**src/rtl/sram_mem_controller.sv**
```systemverilog
// sram_mem_controller
//   Multi-cycle MEM-stage controller for an external 16-bit asynchronous SRAM.
//   One load or store is accepted at a time. Each 32-bit word moves as two
//   16-bit halves, low half first. The pipeline freezes on (request && !ready).
//
//   Handshake: a request (mem_r_en / mem_w_en) is sampled in IDLE; address,
//   data and operation are latched there and later input changes are ignored.
//   ready is low from the sampling cycle until the single DONE cycle, in which
//   the pipeline advances. A request still high in the following IDLE cycle
//   starts a new access.
//
// Ports:
//   clk, rst_n          clock (rising edge), asynchronous active-low reset
//   mem_r_en, mem_w_en  load / store request (both high means store)
//   address, wr_data    byte address and store data
//   rd_data             registered load result, valid from the DONE cycle
//   ready               combinational: idle with no request, or DONE
//   sram_*              registered SRAM pin controls; sram_dq_in is SRAM data
//   dbg_state           current FSM state (IDLE=0, LO=1, HI=2, DONE=3)
module sram_mem_controller #(
  parameter int          ADDR_W      = 18,
  parameter int          WAIT_CYCLES = 1,
  parameter logic [31:0] BASE_ADDR   = 32'd1024
) (
  input  logic              clk,
  input  logic              rst_n,
  input  logic              mem_r_en,
  input  logic              mem_w_en,
  input  logic [31:0]       address,
  input  logic [31:0]       wr_data,
  output logic [31:0]       rd_data,
  output logic              ready,
  output logic [ADDR_W-1:0] sram_addr,
  output logic [15:0]       sram_dq_out,
  input  logic [15:0]       sram_dq_in,
  output logic              sram_dq_oe,
  output logic              sram_we_n,
  output logic              sram_oe_n,
  output logic [1:0]        dbg_state
);

  typedef enum logic [1:0] {IDLE = 2'd0, LO = 2'd1, HI = 2'd2, DONE = 2'd3} state_t;

  localparam logic [3:0] LAST_CNT = 4'(WAIT_CYCLES);

  state_t            state;
  logic [3:0]        phase_cnt;
  logic [ADDR_W-2:0] word_idx;
  logic [31:0]       wr_buf;
  logic              is_write;

  logic [ADDR_W-2:0] next_idx;
  logic              req;
  logic              last_cycle;
  logic              pre_last;

  // Word index wraps modulo 2^(ADDR_W-1); no range check.
  assign next_idx   = (ADDR_W-1)'((address - BASE_ADDR) >> 2);
  assign req        = mem_r_en || mem_w_en;
  assign last_cycle = (phase_cnt == LAST_CNT);
  // Next cycle is the last of the phase: release WE for the hold cycle.
  assign pre_last   = (phase_cnt == LAST_CNT - 4'd1);

  assign ready     = ((state == IDLE) && !req) || (state == DONE);
  assign dbg_state = state;

  // Strobes are set up one edge ahead so every SRAM pin comes from a flop.
  always_ff @(posedge clk or negedge rst_n) begin
    if (!rst_n) begin
      state       <= IDLE;
      phase_cnt   <= 4'd0;
      word_idx    <= '0;
      wr_buf      <= 32'd0;
      is_write    <= 1'b0;
      rd_data     <= 32'd0;
      sram_addr   <= '0;
      sram_dq_out <= 16'd0;
      sram_dq_oe  <= 1'b0;
      sram_we_n   <= 1'b1;
      sram_oe_n   <= 1'b1;
    end else begin
      case (state)
        IDLE: begin
          if (req) begin
            word_idx    <= next_idx;
            wr_buf      <= wr_data;
            is_write    <= mem_w_en;
            phase_cnt   <= 4'd0;
            state       <= LO;
            sram_addr   <= {next_idx, 1'b0};
            sram_dq_out <= wr_data[15:0];
            sram_dq_oe  <= mem_w_en;
            // WAIT_CYCLES >= 1, so the first phase cycle is never the hold cycle.
            sram_we_n   <= !mem_w_en;
            sram_oe_n   <= mem_w_en;
          end
        end
        LO: begin
          if (last_cycle) begin
            if (!is_write) rd_data[15:0] <= sram_dq_in;
            state       <= HI;
            phase_cnt   <= 4'd0;
            sram_addr   <= {word_idx, 1'b1};
            sram_dq_out <= wr_buf[31:16];
            sram_we_n   <= !is_write;
          end else begin
            phase_cnt <= phase_cnt + 4'd1;
            if (pre_last) sram_we_n <= 1'b1;
          end
        end
        HI: begin
          if (last_cycle) begin
            if (!is_write) rd_data[31:16] <= sram_dq_in;
            state      <= DONE;
            phase_cnt  <= 4'd0;
            sram_dq_oe <= 1'b0;
            sram_we_n  <= 1'b1;
            sram_oe_n  <= 1'b1;
          end else begin
            phase_cnt <= phase_cnt + 4'd1;
            if (pre_last) sram_we_n <= 1'b1;
          end
        end
        DONE: begin
          state <= IDLE;
        end
        default: begin
          state <= IDLE;
        end
      endcase
    end
  end

endmodule

```
**config.mk**
```make
export PLATFORM = sky130hd
export DESIGN_NAME = sram_mem_controller
export DESIGN_NICKNAME = d
export VERILOG_FILES = /design/src/rtl/sram_mem_controller.sv
export SDC_FILE = /design/constraint.sdc
export NUM_CORES = 1
export LEC_CHECK = 0
export BUFFER_PORTS_ARGS = -buffer_cell sky130_fd_sc_hd__buf_2
export CORE_MARGIN = 3
export CORE_UTILIZATION = 35
export CTS_CLUSTER_SIZE = 14
export DETAILED_ROUTE_END_ITERATION = 16
export PLACE_DENSITY = 0.6
export RECOVER_POWER = 25
export SLEW_MARGIN = 25
export SYNTH_ARGS = -nofsm -noshare
export SYNTH_HDL_FRONTEND = slang
export SYNTH_SLANG_ARGS = --single-unit
```
**constraint.sdc**
```tcl
create_clock -name clk -period 2.5 [get_ports clk]
set_input_delay 0.5 -clock clk [delete_from_list [all_inputs] [get_ports clk]]
set_output_delay 0.5 -clock clk [all_outputs]
set_load 0.01 [all_outputs]
```
After elaboration in Yosys (flattened, before gate mapping)
Index checks and enable logic that the tools add are counted.
{"block": "classes", "addsub": 2, "eq_ne": 7, "n_mux": 23, "reduce_logical": 21, "bitwise": 1}
{"op": "$mux W18", "count": 2}
{"op": "$pmux W18 S2", "count": 1}
{"op": "$mux W16", "count": 2}
{"op": "$pmux W16 S2", "count": 1}
{"op": "$sub A19 B11 Y19 const B", "count": 1}
{"op": "$reduce_and A3 Y1", "count": 5}
{"op": "$mux W4", "count": 2}
{"op": "$pmux W2 S4", "count": 1}
{"op": "$pmux W4 S2", "count": 1}
{"op": "$mux W1", "count": 7}
{"op": "$mux W2", "count": 3}
{"op": "$ne A2 B2 Y1 const B", "count": 3}
{"op": "$reduce_and A2 Y1", "count": 3}
{"op": "$reduce_bool A2 Y1", "count": 3}
{"op": "$add A4 B1 Y4 const B", "count": 1}
{"op": "$eq A2 B2 Y1 const B", "count": 2}
{"op": "$eq A4 B1 Y1 const B", "count": 1}
{"op": "$logic_not A4 Y1", "count": 1}
{"op": "$pmux W1 S2", "count": 2}
{"op": "$logic_not A1 Y1", "count": 3}
{"op": "$pmux W1 S3", "count": 1}
{"op": "$reduce_bool A3 Y1", "count": 1}
{"op": "$eq A2 B1 Y1 const B", "count": 1}
{"op": "$logic_not A2 Y1", "count": 1}
{"op": "other kinds (4)", "count": 5}
{"block": "totals", "elab_cells": 66, "output_inout_bits": 72, "reg_bits": 125}

Depth between registers and ports, before layout
Gate-level depths: netlist of run 1.
{"block": "depth", "word_depth": 4, "ltp_mapped": 9}

Worst setup path after synthesis of run 1
Ideal clock, no wire load.
{"block": "synth_path", "path_type": "reg2reg", "from": "reg state[0] (netlist: dbg_state[0])", "to": "reg sram_dq_out[10]", "synth_period_minus_slack_ps": 2076, "setup_ps": 77, "required_ps": 2423, "arrival_time_ps": 2000, "path_slack_ps": 424, "path_stages_with_launch": 10, "path_cell_list": "dfrtp_1 > inv_1 > ha_1 > buf_2 > nor3b_1 > a211o_1 > buf_6 > buf_6 > nand2_1 > o21ai_1"}
{"block": "synth_via", "elab_chain_len": 3, "word_cells_on_any_way": 7}
{"item": "from (decl)", "line": "46", "source": "state_t state;"}
{"item": "from (signal assigned)", "line": "70", "source": "state <= IDLE;"}
{"item": "from (signal assigned)", "line": "89", "source": "state <= LO;"}
{"item": "from (signal assigned)", "line": "101", "source": "state <= HI;"}
{"item": "$eq A2 B1 Y1 or $logic_not A2 Y1 (tied branches)", "line": "82", "source": "case (state)"}
{"item": "$ne A2 B2 Y1 (no line) or $reduce_bool A2 Y1 (tied branches)"}
{"item": "$reduce_and A3 Y1 (no line)"}
{"item": "to (signal assigned)", "line": "91", "source": "sram_dq_out <= wr_data[15:0];"}
{"item": "to (signal assigned)", "line": "104", "source": "sram_dq_out <= wr_buf[31:16];"}
{"item": "to (decl)", "line": "34", "source": "output logic [15:0] sram_dq_out,"}
Several ways; a longest one is shown, not always the timed one.
A chain may end at the register's enable or synchronous reset.

Worst setup path after layout of run 1
{"block": "layout_path", "from": "reg state[0] (netlist: dbg_state[0])", "to": "out ready"}
{"block": "layout_via", "elab_chain_len": 3, "word_cells_on_any_way": 4}
{"item": "$logic_not A2 Y1", "line": "64", "source": "assign ready = ((state == IDLE) && !req) || (state == DONE);"}
{"item": "$logic_and A1 B1 Y1", "line": "64"}
{"item": "$logic_or A1 B1 Y1 (*)", "line": "64"}
{"item": "to (decl)", "line": "32", "source": "output logic ready,"}
Every way passes the cells marked *; elsewhere a longest branch is shown, timed or not.

==> flow_summary.yaml, run 1 <==
run_status:
  status: "completed"
floorplan:
  io_pins: 156
  die_area_mm2: 0.0150
  rows: 41
  start_util_pct: 36.7
  die_y_um: 122
  core-area_mm2: 0.0129
  die_x_um: 122
routing:
  drc: 0
  first_iter_violations: 96
  wl_per_cell_um: 14.5
  detail-route-antenna-nets: 0
  post_drt_via_cell_ratio: 4.80
  vias: 3363
  drt-total-wl_um: 10200
  drtPass1Iterations: 4
synth:
  syn_avg_cell_area_um2: 12.1
  ys_seq_area_share_pct: 57.5
  synth_cells: 391
  synth_edf_count: 0
  syn_area_mm2: 0.00475
  async_reset_ff_share_pct: 100
  ys_top_cells_by_area: "dfrtp_1 56%, mux2_2 14%, mux2i_1 5.7%, nand2_1 4.0%, o21ai_0 2.2%"
  ys.warnings.count: 0
  synth_top_area_share_pct: 56.4
  synth_top_flop_cell: "dfrtp_1"
  synth_nets: 481
  ys_seq_elements: 109
  synth_area_leader_cell: "dfrtp_1"
  ys_types: 45
timing:
  skew_ns: 0.00579
  setup-tns-final_ns: 0
  rsz0062_at_grt: "false"
  maxSlewHeadroom_pct: 9.37
  worstMarginPinSlew_ns: 1.36
  hold_viol: 0
  fin_crit_sh_pct: 91.4
  slew_viol_final: 0
  fin_crit_ns: 2.28
  setup_viol: 0
  maxClockFrequency_mhz: 438
global_routing:
  grt_pass1_vias: 3448
  grt.overflow.total: 0
  grt_max_degree: 59
  antenna_found_initial: 0
  track_usage_pct: 14.4
  grt_first_pass_wirelength_um: 16700
placement:
  place.port_buffers: 140
  dpl.hpwl_um: 7280
  place.gp.congestion: 0.765
cells_and_area:
  drive_gt1_share_pct: 43.9
  fillers: 1223
  most-common-layout-cells: "139 x buf_2, 107 x dfrtp_1, 59 x mux2_2, 50 x nand2_1, 27 x mux2i_1"
  nets: 614
  final_core_util_pct: 45.9
  final_common_cell: "buf_2"
  syn_to_final_growth_pct: 24.8
  diodes: 0
clock_network:
  post_cts_buffers: 0
  clkSinkCount: 109
  clk_pin_slew_ns: 0.07
  cts_root_buffer: "clkbuf_16"
  clock_latency_ns: 0.35
  cts_made_buffers: 9
  clock_path_buffers: 2
  htreeDepth: 3
  cts-hold-fix-buffers: 0
  post_cts_resized: 0
  cts_tree: "done"
worst_setup_path:
  cp.required_ns: 2.00
  crit_type: "flip-flop to output port"
  worstSetupEndpointType: "output port"
  start_kind: "flip-flop"
  startpoint: "dbg_state[0]$_DFFE_PN0P_"
  rr_startpoint: "phase_cnt[1]$_DFFE_PN0P_"
  arrival_ns: 1.78
  path_max_fanout: 7
power_and_ir_drop:
  power.density_mw_per_mm2: 1380
  p_leak_nw: 2.78
  peakVddDrop_mv: 0.715
hold_path:
  hp-start: "wr_data[30]"
  hp-class: "input pin to flip-flop"
job:
  max_cap_viol_count: 0
==> final cells by class <==
class | count | area (um^2) | area share (%)
clock buffer | 9 | 225 | 3.80
clock inverter | 7 | 98.8 | 1.67
inverter | 6 | 22.5 | 0.380
multi-input combinational | 250 | 1870 | 31.5
sequential | 109 | 2730 | 46.1
tap | 172 | 215 | 3.63
timing repair buffer | 148 | 769 | 13.0
==> synth_stat cells (2+ instances only) <==
cell,count
nand2_2,2
o21ai_1,21
buf_6,4
nor3_1,2
buf_2,6
nor2_1,13
nand2_1,50
o211ai_1,4
inv_1,6
a21oi_1,8
o21ai_0,21
dfrtp_1,107
mux2i_1,27
clkbuf_1,9
buf_1,3
nor3b_1,2
dfstp_2,2
a32o_1,2
buf_4,3
ha_1,6
nand3_1,5
xnor2_1,5
a22o_1,2
xor2_1,2
mux2_2,59
==> critical path, cell delays in order, from the launching register on <==
cell      delay, ns
dfrtp_1        0.44
inv_1          0.13
ha_1           0.22
or3b_4         0.44
nand2b_1       0.08
buf_2          0.12
==> through the flow <==
| step | hold slack [ns] | power, mW | instances | cell area, um^2 | worst slack (ns) |
|---|---|---|---|---|---|
| 4_1_cts | 0.219 | 8.37 | 701 | 5940 | 0.0671 |
| 5_1_grt | 0.360 | 8.88 | 701 | 5930 | 0.113 |
| 3_3_place_gp | 0.460 | 6.64 | 685 | 5620 | 0.330 |
| 2_1_floorplan | 0.204 | 5.60 | 391 | 4750 | 0.424 |
| 3_5_place_dp | 0.471 | 6.79 | 685 | 5620 | 0.271 |
| 6_report | 0.374 | 8.21 | 701 | 5930 | 0.215 |
==> per-layer routing <==
| layer | routed length (um) | vias up | global-route usage [%] |
|---|---|---|---|
| met3 | 978 | 14 | 6.31 |
| met2 | 4640 | 104 | 22.4 |
| met4 | 214 | 0 | 6.51 |
| li1 | - | 1620 | - |
| met5 | 0 | - | 0 |
| met1 | 4360 | 1625 | 17.1 |
==> cells by family after synthesis <==
| logic type | count (synthesis) | synth area share [%] |
|---|---|---|
| simple gates | 83 | 7.80 |
| buf+inv | 32 | 3.58 |
| mux | 86 | 19.7 |
| compound gates | 68 | 8.59 |
| flops | 109 | 57.5 |
| fa+ha+maj | 6 | 1.58 |
| xor+xnor | 7 | 1.29 |
==> where the power goes <==
group          internal, mW  switching [mW]
Combinational          1.64            1.85
Sequential             2.68           0.498
Clock                 0.881           0.660
Total                  5.20            3.01
==> path summary, 6_finish.rpt <==
check,endpoint,slack [ns],cells past startpoint
hold reg to reg,word_idx[9]$_DFFE_PN0P_,0.48,2
min in group asynchronous,wr_buf[19]$_DFFE_PN0P_,0.45,1
setup / recovery,ready,0.22,5
max in group asynchronous,wr_buf[17]$_DFFE_PN0P_,0.63,2
hold / removal,wr_buf[30]$_DFFE_PN0P_,0.37,2
setup reg to reg,sram_addr[13]$_DFFE_PN0P_,0.29,3
==> registers in the layout, indices dropped and copies added (netlist names) <==
register,cells
is_write,1
sram_addr,18
sram_we_n,1
phase_cnt,4
sram_dq_out,16
dbg_state,2
sram_dq_oe,1
sram_oe_n,1
word_idx,17
rd_data,32
wr_buf,16
Power figures use the tool's default switching activity.
==> inputs of run 2 (changes only) <==
--- a/config.mk
+++ b/config.mk
@@ -10,8 +10,9 @@
 export CORE_UTILIZATION = 35
 export CTS_CLUSTER_SIZE = 14
 export DETAILED_ROUTE_END_ITERATION = 16
-export PLACE_DENSITY = 0.6
+export PLACE_DENSITY = 0.62
 export RECOVER_POWER = 25
+export SKIP_CTS_REPAIR_TIMING = 1
 export SLEW_MARGIN = 25
 export SYNTH_ARGS = -nofsm -noshare
 export SYNTH_HDL_FRONTEND = slang
==> constraint.sdc (replaced) <==
create_clock -name clk -period 1.9 [get_ports clk]
set_input_delay 0.38 -clock clk [delete_from_list [all_inputs] [get_ports clk]]
set_output_delay 0.38 -clock clk [all_outputs]
set_load 0.01 [all_outputs]
==> run 2 against run 1 <==
Compared with the run above: the flow now finishes with violations (setup timing); first-iteration DRC count grew 120%; count of clock-buffer cells in the layout grew 2; critical path type unchanged; clock skew grew 0.0026 ns; design area grew 4.3%; global-route usage is essentially flat; sequential share of layout area shrank 1.9 points; clock power grew 39%; die area is the same; combinational power grew 47%; utilization grew 2.0 points; register-to-register slack lost 0.33 ns; critical path depth is the same.
==> flow_summary.yaml, run 2 (synthesis gave the netlist of run 1 again) <==
clock_network:
  clk_pin_slew_ns: 0.07
  cts_root_buffer: "clkbuf_16"
  cts_tree: "done"
  cts_made_buffers: 9
  clkSinkCount: 109
  htreeDepth: 3
  clock_latency_ns: 0.35
  clock_path_buffers: 2
floorplan:
  die_area_mm2: 0.0150
  rows: 41
  core-area_mm2: 0.0129
  io_pins: 156
  die_y_um: 122
  start_util_pct: 36.7
  die_x_um: 122
global_routing:
  use_met3_pct: 7.51
  grt.overflow.total: 0
  top_usage_layer: "met2"
  grt_pass1_vias: 3559
  grt_util_met1_pct: 17.0
  antenna_found_initial: 0
  track_usage_pct: 14.3
  grt_max_degree: 59
  grt_first_pass_wirelength_um: 16800
  grt_use_met2_pct: 22.7
worst_setup_path:
  cp.required_ns: 1.52
  start_kind: "flip-flop"
  path_max_fanout: 5
  critical_path.max_stage_delay_ns: 0.43
  crit_family: "simple AND/OR/NAND/NOR gates"
  critPathBufInv: 2
  crit_type: "flip-flop to output port"
  ff2ff_setup_slack_ns: -0.04
  arrival_ns: 1.60
  cpMaxStageDelayCell: "dfrtp_2"
  worstSetupEndpointType: "output port"
  crit_chain: "inv_4 -> ha_4 -> or3b_4 -> nand2b_1 -> buf_2"
power_and_ir_drop:
  peakVddDrop_mv: 0.728
  total_power_mw: 11.4
  p_leak_nw: 2.92
  power.density_mw_per_mm2: 1840
timing:
  fin_crit_ns: 1.98
  skew_ns: 0.00840
  fin_crit_sh_pct: 104
  fin_ws_ns: -0.0815
  slew_viol_final: 0
  hold_viol: 0
  setup_viol: 19
  maxClockFrequency_mhz: 505
  rsz0062_at_grt: "true"
  worstMarginPinSlew_ns: 0.824
  maxSlewHeadroom_pct: 45.1
placement:
  dpl.hpwl_um: 7410
  place.gp.congestion: 0.792
  place.port_buffers: 140
  pre_cts_ws_ns: -0.128
cells_and_area:
  regMostFlops: "rd_data"
  final_common_cell: "buf_2"
  fillers: 1190
  nets: 631
  most-common-layout-cells: "139 x buf_2, 105 x dfrtp_1, 57 x mux2_2, 50 x nand2_1, 27 x mux2i_1"
  diodes: 0
  top_regs: "rd_data (32), sram_addr (18), word_idx (17)"
  drive_gt1_share_pct: 46.7
  largest_register_ffs: 32
  syn_to_final_growth_pct: 30.2
run_status:
  status: "complete, but fails checks"
  violations: "setup timing"
hold_path:
  hp-class: "input pin to flip-flop"
routing:
  wl_per_cell_um: 14.5
  vias: 3493
  drt-total-wl_um: 10400
  first_iter_violations: 210
  post_drt_via_cell_ratio: 4.86
  drc: 0
  detail-route-antenna-nets: 0
  drtPass1Iterations: 4
job:
  max_cap_viol_count: 0
## run 2: changes by cell type in the layout (fill, tap and decap cells not counted), moves of 2 or more
cell	previous run	this run
nand2_2	2	0
dfrtp_2	0	2
inv_1	6	4
buf_6	0	2
clkinvlp_4	4	0
mux2_4	0	2
dfrtp_1	107	105
buf_4	5	16
mux2_2	59	57
buf_12	1	4
inv_4	0	2
## run 2: where the power goes
| part | internal [mW] | switching, mW | leakage [nW] |
|---|---|---|---|
| registers | 3.53 | 0.601 | 1.30 |
| clock network | 1.30 | 0.839 | 0.164 |
| logic | 2.50 | 2.62 | 1.45 |
## run 2: path summary, 6_finish.rpt
| check | startpoint | to | cells after the start |
|---|---|---|---|
| worst max-delay path | dbg_state[1]$_DFFE_PN0P_ | ready | 5 |
| worst min-delay path | wr_data[21] | wr_buf[21]$_DFFE_PN0P_ | 2 |
| worst max register to register | phase_cnt[3]$_DFFE_PN0P_ | rd_data[15]$_DFFE_PN0P_ | 5 |
| worst min register to register | sram_dq_out[10]$_DFFE_PN0P_ | sram_dq_out[10]$_DFFE_PN0P_ | 2 |
| max in group asynchronous | rst_n | sram_oe_n$_DFFE_PN1P_ | 3 |
| min in group asynchronous | rst_n | sram_dq_out[0]$_DFFE_PN0P_ | 2 |
## run 2: routing by layer
layer	up-vias	wire (um)
met1	1698	4220
met3	11	1150
li1	1661	-
met5	-	0
met4	0	135
met2	123	4920
## run 2: stage by stage
step                      TNS, ns  util, %  hold slack [ns]  cell area [um^2]  instances
after detailed placement    -3.52     44.5            0.355              5750        696
after global placement      -2.57     44.5            0.357              5750        696
final                      -0.516     47.8            0.252              6180        718
after floorplan            -0.367        -           0.0844              4790        391
after global routing        -4.00     47.8            0.241              6180        718
after CTS                   -4.21     47.1          -0.0345              6090        712
## run 2: worst register-to-register path: stages, from the launching register on
cell and delay, ns:
dfrtp_1 0.38, or4b_4 0.57, buf_4 0.17, nor2_4 0.18, nand2_4 0.19, mux2_2 0.33
## run 2: layout make-up
cell class	instances	area, um^2	area share, %
clock buffer	11	233	3.76
multi-input combinational	250	1920	31.1
sequential	109	2730	44.2
tap	172	215	3.48
inverter	6	27.5	0.445
clock inverter	5	108	1.74
timing repair buffer	165	946	15.3
